File: src/rtl/muldiv_pkg.sv
`default_nettype none
// ============================================================================
// Module   : muldiv_pkg
// Purpose  : Shared encodings for the mul/div issue controller. Holds the unit
//            command encodings, the RV32M funct3 values, the controller state
//            type and a small two's-complement helper.
// Ports    : none (package)
// Revision : 1.0 - initial release
// ============================================================================
package muldiv_pkg;

  // Command encodings driven on md_op
  localparam logic [1:0] MD_OP_IDLE = 2'd0;
  localparam logic [1:0] MD_OP_MUL  = 2'd1;
  localparam logic [1:0] MD_OP_DIV  = 2'd2;

  // RV32M funct3 values
  localparam logic [2:0] FUNCT3_MUL    = 3'd0;
  localparam logic [2:0] FUNCT3_MULH   = 3'd1;
  localparam logic [2:0] FUNCT3_MULHSU = 3'd2;
  localparam logic [2:0] FUNCT3_MULHU  = 3'd3;
  localparam logic [2:0] FUNCT3_DIV    = 3'd4;
  localparam logic [2:0] FUNCT3_DIVU   = 3'd5;
  localparam logic [2:0] FUNCT3_REM    = 3'd6;
  localparam logic [2:0] FUNCT3_REMU   = 3'd7;

  typedef enum logic [2:0] {
    ST_IDLE  = 3'd0,
    ST_ISSUE = 3'd1,
    ST_DRAIN = 3'd2,
    ST_FIX   = 3'd3,
    ST_WB    = 3'd4,
    ST_GAP   = 3'd5
  } state_t;

  function automatic logic [31:0] negate32(input logic [31:0] v);
    return ~v + 32'd1;
  endfunction

endpackage
`default_nettype wire

File: src/rtl/muldiv_sign_fix.sv
`default_nettype none
// ============================================================================
// Module   : muldiv_sign_fix
// Purpose  : Combinational result correction for the FIX stage. The unit only
//            sees magnitudes, so signs are re-applied here and the word that
//            the instruction writes back is selected.
// Ports    : i_funct3  RV32M funct3 of the in-flight instruction
//            i_neg1    operand 1 was negated before issue
//            i_neg2    operand 2 was negated before issue
//            i_high    unit high word (product[63:32] / remainder)
//            i_low     unit low word  (product[31:0]  / quotient)
//            o_result  corrected write-back value
// Revision : 1.0 - initial release
// ============================================================================
module muldiv_sign_fix
  import muldiv_pkg::*;
(
  input  logic [2:0]  i_funct3,
  input  logic        i_neg1,
  input  logic        i_neg2,
  input  logic [31:0] i_high,
  input  logic [31:0] i_low,
  output logic [31:0] o_result
);

  logic [63:0] w_prod;
  logic [31:0] w_quot;
  logic [31:0] w_rem;

  always_comb begin
    // Product sign is the xor of operand signs; the full 64 bits are negated
    // so the borrow from the low word propagates into the high word.
    w_prod = (i_neg1 ^ i_neg2) ? (~{i_high, i_low} + 64'd1) : {i_high, i_low};
    w_quot = (i_neg1 ^ i_neg2) ? negate32(i_low) : i_low;
    // Remainder takes the sign of the dividend.
    w_rem  = i_neg1 ? negate32(i_high) : i_high;

    case (i_funct3)
      FUNCT3_MUL:                             o_result = w_prod[31:0];
      FUNCT3_MULH, FUNCT3_MULHSU, FUNCT3_MULHU: o_result = w_prod[63:32];
      FUNCT3_DIV, FUNCT3_DIVU:                o_result = w_quot;
      default:                                o_result = w_rem;
    endcase
  end

endmodule
`default_nettype wire

File: src/rtl/muldiv_issue_ctrl.sv
`default_nettype none
// ============================================================================
// Module   : muldiv_issue_ctrl
// Purpose  : Requester side of the multi-cycle mul/div unit. Accepts one RV32M
//            instruction from EX, issues unsigned magnitudes to the unit and
//            holds the command until md_ready, re-applies signs, handles the
//            RISC-V divide corner cases without the unit, and returns a single
//            write-back beat. busy stalls the pipeline while not idle.
// Ports    : clk, rst                 clock, async active-high reset
//            req_valid/req_ready      EX handshake (ready only in IDLE)
//            req_funct3/rd/rs1/rs2    decoded instruction and operand values
//            flush                    squash the in-flight instruction
//            md_op, md_rs1/2(_signed) command and magnitudes to the unit
//            md_high/md_low/md_ready  unit result
//            md_stall                 unit busy (informational only)
//            wb_valid/wb_rd/wb_data   one-cycle write-back beat
//            busy                     controller not idle
//            timeout_err              sticky unit-timeout flag
// Revision : 1.0 - initial release
// ============================================================================
module muldiv_issue_ctrl
  import muldiv_pkg::*;
#(
  parameter int TIMEOUT = 64
) (
  input  logic        clk,
  input  logic        rst,
  input  logic        req_valid,
  output logic        req_ready,
  input  logic [2:0]  req_funct3,
  input  logic [4:0]  req_rd,
  input  logic [31:0] req_rs1,
  input  logic [31:0] req_rs2,
  input  logic        flush,
  output logic [1:0]  md_op,
  output logic [31:0] md_rs1,
  output logic        md_rs1_signed,
  output logic [31:0] md_rs2,
  output logic        md_rs2_signed,
  input  logic [31:0] md_high,
  input  logic [31:0] md_low,
  input  logic        md_ready,
  input  logic        md_stall,
  output logic        wb_valid,
  output logic [4:0]  wb_rd,
  output logic [31:0] wb_data,
  output logic        busy,
  output logic        timeout_err
);

  localparam int                 c_CNT_W   = $clog2(TIMEOUT + 1);
  localparam logic [c_CNT_W-1:0] c_TIMEOUT = c_CNT_W'(TIMEOUT);

  state_t             r_state;
  state_t             w_state_nxt;
  logic [2:0]         r_funct3;
  logic [4:0]         r_rd;
  logic               r_neg1;
  logic               r_neg2;
  logic [31:0]        r_md_rs1;
  logic [31:0]        r_md_rs2;
  logic [31:0]        r_high;
  logic [31:0]        r_low;
  logic [c_CNT_W-1:0] r_cnt;
  logic               r_timeout_err;
  logic [4:0]         r_wb_rd;
  logic [31:0]        r_wb_data;

  logic               w_accept;
  logic               w_capture;
  logic               w_wb_load;
  logic               w_timeout_hit;
  logic               w_neg1;
  logic               w_neg2;
  logic               w_corner;
  logic [31:0]        w_corner_data;
  logic [31:0]        w_fix_result;
  logic               w_unused_stall;

  // md_stall is informational; md_ready alone advances the controller.
  assign w_unused_stall = md_stall;

  // --------------------------------------------------------------------------
  // Accept-time decode
  // --------------------------------------------------------------------------
  always_comb begin
    // MUL is treated as signed x signed: its low word is identical to the
    // unsigned product, and sending magnitudes keeps the unit uniform.
    w_neg1 = req_rs1[31] & ((req_funct3 == FUNCT3_MUL)  | (req_funct3 == FUNCT3_MULH) |
                            (req_funct3 == FUNCT3_MULHSU) |
                            (req_funct3 == FUNCT3_DIV)  | (req_funct3 == FUNCT3_REM));
    w_neg2 = req_rs2[31] & ((req_funct3 == FUNCT3_MUL)  | (req_funct3 == FUNCT3_MULH) |
                            (req_funct3 == FUNCT3_DIV)  | (req_funct3 == FUNCT3_REM));

    // funct3[2] marks the divide group; funct3[1] separates REM* from DIV*.
    w_corner      = 1'b0;
    w_corner_data = 32'd0;
    if (req_funct3[2] && (req_rs2 == 32'd0)) begin
      w_corner      = 1'b1;
      w_corner_data = req_funct3[1] ? req_rs1 : 32'hFFFF_FFFF;
    end else if (((req_funct3 == FUNCT3_DIV) || (req_funct3 == FUNCT3_REM)) &&
                 (req_rs1 == 32'h8000_0000) && (req_rs2 == 32'hFFFF_FFFF)) begin
      w_corner      = 1'b1;
      w_corner_data = req_funct3[1] ? 32'd0 : 32'h8000_0000;
    end
  end

  // --------------------------------------------------------------------------
  // Next-state logic
  // --------------------------------------------------------------------------
  always_comb begin
    w_state_nxt   = r_state;
    w_accept      = 1'b0;
    w_capture     = 1'b0;
    w_wb_load     = 1'b0;
    w_timeout_hit = 1'b0;
    case (r_state)
      ST_IDLE: begin
        if (req_valid) begin
          w_accept    = 1'b1;
          w_state_nxt = w_corner ? ST_WB : ST_ISSUE;
        end
      end
      ST_ISSUE: begin
        // A result arriving with flush is already complete, so there is
        // nothing left to drain.
        if (flush) begin
          w_state_nxt = md_ready ? ST_GAP : ST_DRAIN;
        end else if (md_ready) begin
          w_capture   = 1'b1;
          w_state_nxt = ST_FIX;
        end else if (r_cnt == c_TIMEOUT) begin
          w_timeout_hit = 1'b1;
          w_state_nxt   = ST_GAP;
        end
      end
      ST_DRAIN: begin
        if (md_ready) begin
          w_state_nxt = ST_GAP;
        end else if (r_cnt == c_TIMEOUT) begin
          w_timeout_hit = 1'b1;
          w_state_nxt   = ST_GAP;
        end
      end
      ST_FIX: begin
        w_wb_load   = ~flush;
        w_state_nxt = flush ? ST_GAP : ST_WB;
      end
      ST_WB:   w_state_nxt = ST_GAP;
      ST_GAP:  w_state_nxt = ST_IDLE;
      default: w_state_nxt = ST_IDLE;
    endcase
  end

  muldiv_sign_fix u_sign_fix (
    .i_funct3 (r_funct3),
    .i_neg1   (r_neg1),
    .i_neg2   (r_neg2),
    .i_high   (r_high),
    .i_low    (r_low),
    .o_result (w_fix_result)
  );

  // --------------------------------------------------------------------------
  // State and datapath registers
  // --------------------------------------------------------------------------
  always_ff @(posedge clk or posedge rst) begin
    if (rst) begin
      r_state       <= ST_IDLE;
      r_funct3      <= 3'd0;
      r_rd          <= 5'd0;
      r_neg1        <= 1'b0;
      r_neg2        <= 1'b0;
      r_md_rs1      <= 32'd0;
      r_md_rs2      <= 32'd0;
      r_high        <= 32'd0;
      r_low         <= 32'd0;
      r_cnt         <= '0;
      r_timeout_err <= 1'b0;
      r_wb_rd       <= 5'd0;
      r_wb_data     <= 32'd0;
    end else begin
      r_state <= w_state_nxt;

      if (w_accept) begin
        r_funct3 <= req_funct3;
        r_rd     <= req_rd;
        r_neg1   <= w_neg1;
        r_neg2   <= w_neg2;
        r_cnt    <= '0;
        if (w_corner) begin
          r_wb_rd   <= req_rd;
          r_wb_data <= w_corner_data;
        end else begin
          // 0x80000000 negates to itself, which is the correct magnitude.
          r_md_rs1 <= w_neg1 ? negate32(req_rs1) : req_rs1;
          r_md_rs2 <= w_neg2 ? negate32(req_rs2) : req_rs2;
        end
      end else if ((r_state == ST_ISSUE) && (w_state_nxt == ST_DRAIN)) begin
        r_cnt <= '0;
      end else if ((r_state == ST_ISSUE) || (r_state == ST_DRAIN)) begin
        r_cnt <= r_cnt + c_CNT_W'(1);
      end

      if (w_capture) begin
        r_high <= md_high;
        r_low  <= md_low;
      end

      if (w_wb_load) begin
        r_wb_rd   <= r_rd;
        r_wb_data <= w_fix_result;
      end

      if (w_timeout_hit) begin
        r_timeout_err <= 1'b1;
      end
    end
  end

  // --------------------------------------------------------------------------
  // Outputs (derived from the async-reset state so rst clears them at once)
  // --------------------------------------------------------------------------
  always_comb begin
    md_op = MD_OP_IDLE;
    if ((r_state == ST_ISSUE) || (r_state == ST_DRAIN)) begin
      md_op = r_funct3[2] ? MD_OP_DIV : MD_OP_MUL;
    end
  end

  assign req_ready     = (r_state == ST_IDLE);
  assign busy          = (r_state != ST_IDLE);
  assign md_rs1        = r_md_rs1;
  assign md_rs2        = r_md_rs2;
  assign md_rs1_signed = 1'b0;
  assign md_rs2_signed = 1'b0;
  assign wb_valid      = (r_state == ST_WB) & ~flush;
  assign wb_rd         = r_wb_rd;
  assign wb_data       = r_wb_data;
  assign timeout_err   = r_timeout_err;

endmodule
`default_nettype wire

File: config.mk
export PLATFORM = sky130hd
export DESIGN_NAME = muldiv_issue_ctrl
export DESIGN_NICKNAME = d
export VERILOG_FILES = /design/src/rtl/muldiv_pkg.sv /design/src/rtl/muldiv_sign_fix.sv /design/src/rtl/muldiv_issue_ctrl.sv
export SDC_FILE = /design/constraint.sdc
export NUM_CORES = 1
export LEC_CHECK = 0
export ABC_CLOCK_PERIOD_IN_PS = 14400
export CAP_MARGIN = 15
export CORE_MARGIN = 2
export CORE_UTILIZATION = 34
export DETAILED_ROUTE_END_ITERATION = 10
export DONT_BUFFER_PORTS = 1
export PLACE_DENSITY = 0.57
export SLEW_MARGIN = 15
export SYNTH_ARGS = -nofsm -noshare
export SYNTH_HDL_FRONTEND = slang
export SYNTH_SLANG_ARGS = --single-unit
File: constraint.sdc
create_clock -name clk -period 14.4 [get_ports clk]
set_input_delay 2.88 -clock clk [delete_from_list [all_inputs] [get_ports clk]]
set_output_delay 2.88 -clock clk [all_outputs]
set_load 0.01 [all_outputs]
Word level (Yosys, flattened, before mapping)

Index checks and enable logic that the tools add are counted.
W data, S select, Z words.

Logic and storage cells: 113
Latch bits: 0
Memories kept: 0
Bits in writable memories: 0
Output and inout port bits: 109
Input bits: 142
Flip-flop bits (word level): 186
Bits in read-only memories: 0

Magnitude comparators: 0
Equality and inequality tests: 17
Muxes and demuxes: 42
Reductions and logical operators: 18
Bitwise operators: 17
Shift-type cells: 0
Add/sub/neg operators: 6
Divide/modulo/power cells: 0
$mul: 0

Operators by type and width:

| kind                    | number |
|---|---|
| $mux W32                | 11 |
| $add A32 B1 Y32 const B | 4 |
| $not A32 Y32            | 4 |
| $pmux W32 S3            | 1 |
| $add A64 B1 Y64 const B | 1 |
| $eq A32 B32 Y1 const B  | 2 |
| $mux W64                | 1 |
| $not A64 Y64            | 1 |
| $logic_not A32 Y1       | 1 |
| $mux W3                 | 7 |
| $mux W7                 | 3 |
| $eq A3 B2 Y1 const B    | 6 |
| $eq A3 B3 Y1 const B    | 5 |
| $mux W5                 | 3 |
| $pmux W3 S5             | 1 |
| $mux W1                 | 12 |
| $eq A3 B1 Y1 const B    | 3 |
| $logic_not A3 Y1        | 3 |
| $add A7 B1 Y7 const B   | 1 |
| $eq A7 B7 Y1 const B    | 1 |
| $or A1 B1 Y1            | 6 |
| $reduce_bool A3 Y1      | 2 |
| $logic_and A1 B1 Y1     | 4 |
| $mux W2                 | 2 |
| other kinds (9)         | 15 |

Depth between registers and ports, before layout

Depth in word-level cells: 13
Mapped depth: 11
Gate-level depth less buffers: 9

Hierarchy

Synthesis repeated with hierarchy kept, for this count alone.

Cells, all modules: 1332
Area total of the unflattened synthesis: 11806.3 µm²

By module, submodules not included:

| module            | area each (µm²) | instances | cells each | sequential area each (µm²) |
|---|---|---|---|---|
| muldiv_issue_ctrl | 8872.3          | 1         | 861        | 4654.5 |
| muldiv_sign_fix   | 2934.1          | 1         | 471        | 0.0 |

Least setup slack after synthesis

No wires, ideal clock.

Kind: in2out
Start point: input flush
End point: output wb_valid
Buffers on the path: 0
Data required time: 11.520 ns
Arrival: 3.144 ns
Path slack: 8.376 ns
Stages on the path: 2
Path through: inv_1 -> and3_1

Longest elaborated chain between the ends: 2

Ends and longest elaborated chain:

| what            | line                     | text |
|---|---|---|
| start, declared | muldiv_issue_ctrl.sv:34  | `input logic flush,` |
| $not A1 Y1      | muldiv_issue_ctrl.sv:237 | `assign wb_valid = (r_state == ST_WB) & ~flush;` |
| $and A1 B1 Y1   | muldiv_issue_ctrl.sv:237 |  |
| end, declared   | muldiv_issue_ctrl.sv:44  | `output logic wb_valid,` |

No other way between the ends.

Worst setup path after layout

Same ends and word-level chain as after synthesis.

==> flow_summary.json <==
{
  "status": "complete, no violations",
  "port_buffers": 0,
  "final_net_count": 1430,
  "tns_ps": 0,
  "power_density_nw_per_um2": 237,
  "cp.required_ps": 11520,
  "start_util_pct": 34.6,
  "yosysUniqueCellTypes": 80,
  "ys_warn_count": 0,
  "gr-total-overflow": 0,
  "wl_um": 42400,
  "fin_crit_ps": 6070,
  "routed.top_layer": "met4",
  "layout-drive-gt1-share_pct": 11.8,
  "htree_levels": 4,
  "drv_cap": 0,
  "hold_violations": 0,
  "drtAntennaViolNets": 0,
  "final_cell_count_no_fill": 1749,
  "synth_cells": 1348,
  "synth_area_leaders": "dfrtp_1 39%, mux2_2 6.8%, xnor2_1 4.8%",
  "max_freq_mhz": 165,
  "tightest_slew_ps": 1130,
  "finalClockSkew_ps": 20.0,
  "min_path_type": "reg -> reg",
  "num_io_pins": 251,
  "critPathLaunchType": "input pin",
  "async_flop_share_pct": 100,
  "hpwl_um": 31400,
  "cts_setup_buffers": 0,
  "crit_path_max_fanout": 5,
  "cts_resized": 0,
  "cp_slowest_stage_delay_ps": 220,
  "syn_area_per_cell_sq_um": 8.88,
  "vias": 10600,
  "rsz0062_at_grt": "false",
  "slew_headroom_pct": 24.3,
  "cp_top_family": "simple AND/OR/NAND/NOR gates",
  "cp-end-kind": "output port",
  "synth_common_cells": "186 x dfrtp_1, 132 x nor2_1, 115 x a21oi_1",
  "dp.cells": 1717,
  "core-area_sq_um": 34600,
  "synth_edf_count": 0,
  "fin_util_pct": 37.2,
  "drtIter0Drc": 1036,
  "routedWlPerCell_um": 24.2,
  "die_h_um": 192,
  "grtUsageTotal_pct": 22.6,
  "yosysMostFrequentCell": "dfrtp_1",
  "dieArea_sq_um": 36700,
  "wl_met1_um": 17700,
  "worstSetupPathType": "in -> out",
  "yosys.area.top_type": "dfrtp_1",
  "grt_pass1_vias": 9830,
  "syn_to_final_growth_pct": 7.62,
  "drc": 0,
  "viasPerCell": 6.04,
  "cts.sinks": 186,
  "diodes": 0,
  "critPathSlowestCell": "and3_1",
  "clk_pin_slew_ps": 80,
  "synth-seq-cells": 186,
  "yosysTopAreaCellShare_pct": 38.9,
  "numCtsBuffers": 17,
  "final-setup-viol-count": 0,
  "syn_area_sq_um": 12000,
  "antenna_found_initial": 1,
  "grt_pass1_wl_um": 62600,
  "cp_data_arrival_time_ps": 3190,
  "route.met2.wl_um": 19700,
  "finalMaxSlewViolations": 0,
  "clkLatencyLatePin_ps": 460,
  "rows": 68,
  "ys_seq_area_share_pct": 38.9,
  "cts-root-buf": "clkbuf_16",
  "finalWeightedCongestion": 0.921,
  "ctsLongestPathBuffers": 2,
  "peakVddDrop_uv": 130,
  "firstDrtPassIters": 5,
  "fill_cells": 3534,
  "path_buf_inv": 1,
  "timing.hold.ws_ps": 482,
  "die_w_um": 192,
  "leakagePower_nw": 4.86,
  "route.met3.wl_um": 3830,
  "grt_max_degree": 121,
  "cts_hold_buf": 0,
  "crit_path_cell_trace": "inv_1, and3_1",
  "fin_crit_sh_pct": 42.2,
  "tritoncts": "built",
  "synthFlopType": "dfrtp_1",
  "total_power_mw": 3.05
}
[kinds of logic (layout without fill, tap and decap cells)]
group	count (synthesis)	in the layout	share of synthesized area, %
XOR/XNOR	125	125	9.14
other	1	2	0.0313
flip-flops	186	186	38.9
adder cells (fa/ha/maj)	7	7	0.731
multiplexers	84	84	7.79
AO/OA/AOI/OAI	378	378	20.3
buffers and inverters	137	82	4.47
AND/OR/NAND/NOR	430	430	18.6
[per-layer routing]
metal,vias to the layer above,track usage (%)
met4,0,7.04
met1,5205,29.6
met5,-,0
met3,64,6.30
met2,479,36.2
li1,4824,-
[power by group]
group | leakage [nW] | total, mW | switching [mW] | internal, mW
Combinational | 2.35 | 1.36 | 0.812 | 0.551
Sequential | 2.22 | 1.19 | 0.425 | 0.765
Clock | 0.293 | 0.496 | 0.228 | 0.268
Total | 4.86 | 3.05 | 1.47 | 1.58
[cells in the final DEF, fill, tap and decap left out, types with 25 or more instances in the layout]
| cell | n |
|---|---|
| a21oi_1 | 115 |
| dfrtp_1 | 186 |
| inv_1 | 32 |
| mux2_2 | 72 |
| nand2_1 | 80 |
| nor2_1 | 131 |
| nor3_1 | 42 |
| nor4_1 | 25 |
| o21ai_0 | 66 |
| o31ai_1 | 27 |
| xnor2_1 | 65 |
| xor2_1 | 59 |
[area by class of cell]
class                   instances  area (sq um)  area share [%]
multi-input cells            1026          6810            52.9
clock inverters                12           138            1.07
inverters                      34           135            1.05
repair buffers                 16           120           0.932
well taps                     455           569            4.42
clock buffers                  20           457            3.54
flip-flops and latches        186          4650            36.1
[registers in the layout, summed over array words and instances, names as in the netlist]
name / flops
wb_rd: 5
r_low: 32
md_rs2: 32
wb_data: 32
r_neg1: 1
r_cnt: 7
r_state: 3
timeout_err: 1
r_neg2: 1
r_funct3: 3
r_high: 32
r_rd: 5
md_rs1: 32
[worst paths after layout]
| kind | slack, ps | to | from | depth (start not counted) |
|---|---|---|---|---|
| max in group asynchronous | 10540 | r_high[23] | rst | 2 |
| hold reg to reg | 480 | r_cnt[6] | r_cnt[6] | 1 |
| setup / recovery | 8330 | wb_valid | flush | 2 |
| min in group asynchronous | 2410 | timeout_err | rst | 1 |
| setup reg to reg | 10660 | md_rs2[0] | r_state[0] | 6 |
| hold / removal | 480 | r_cnt[6] | r_cnt[6] | 1 |
[through the flow]
| step | setup WS [ps] | cell area (sq um) |
|---|---|---|
| after floorplan | 6460 | 12000 |
| after global placement | 8340 | 12300 |
| after detailed placement | 8330 | 12300 |
| after CTS | 8330 | 12900 |
| after global routing | 8320 | 12900 |
| final | 8330 | 12900 |
(Power assumes the default switching activity.)
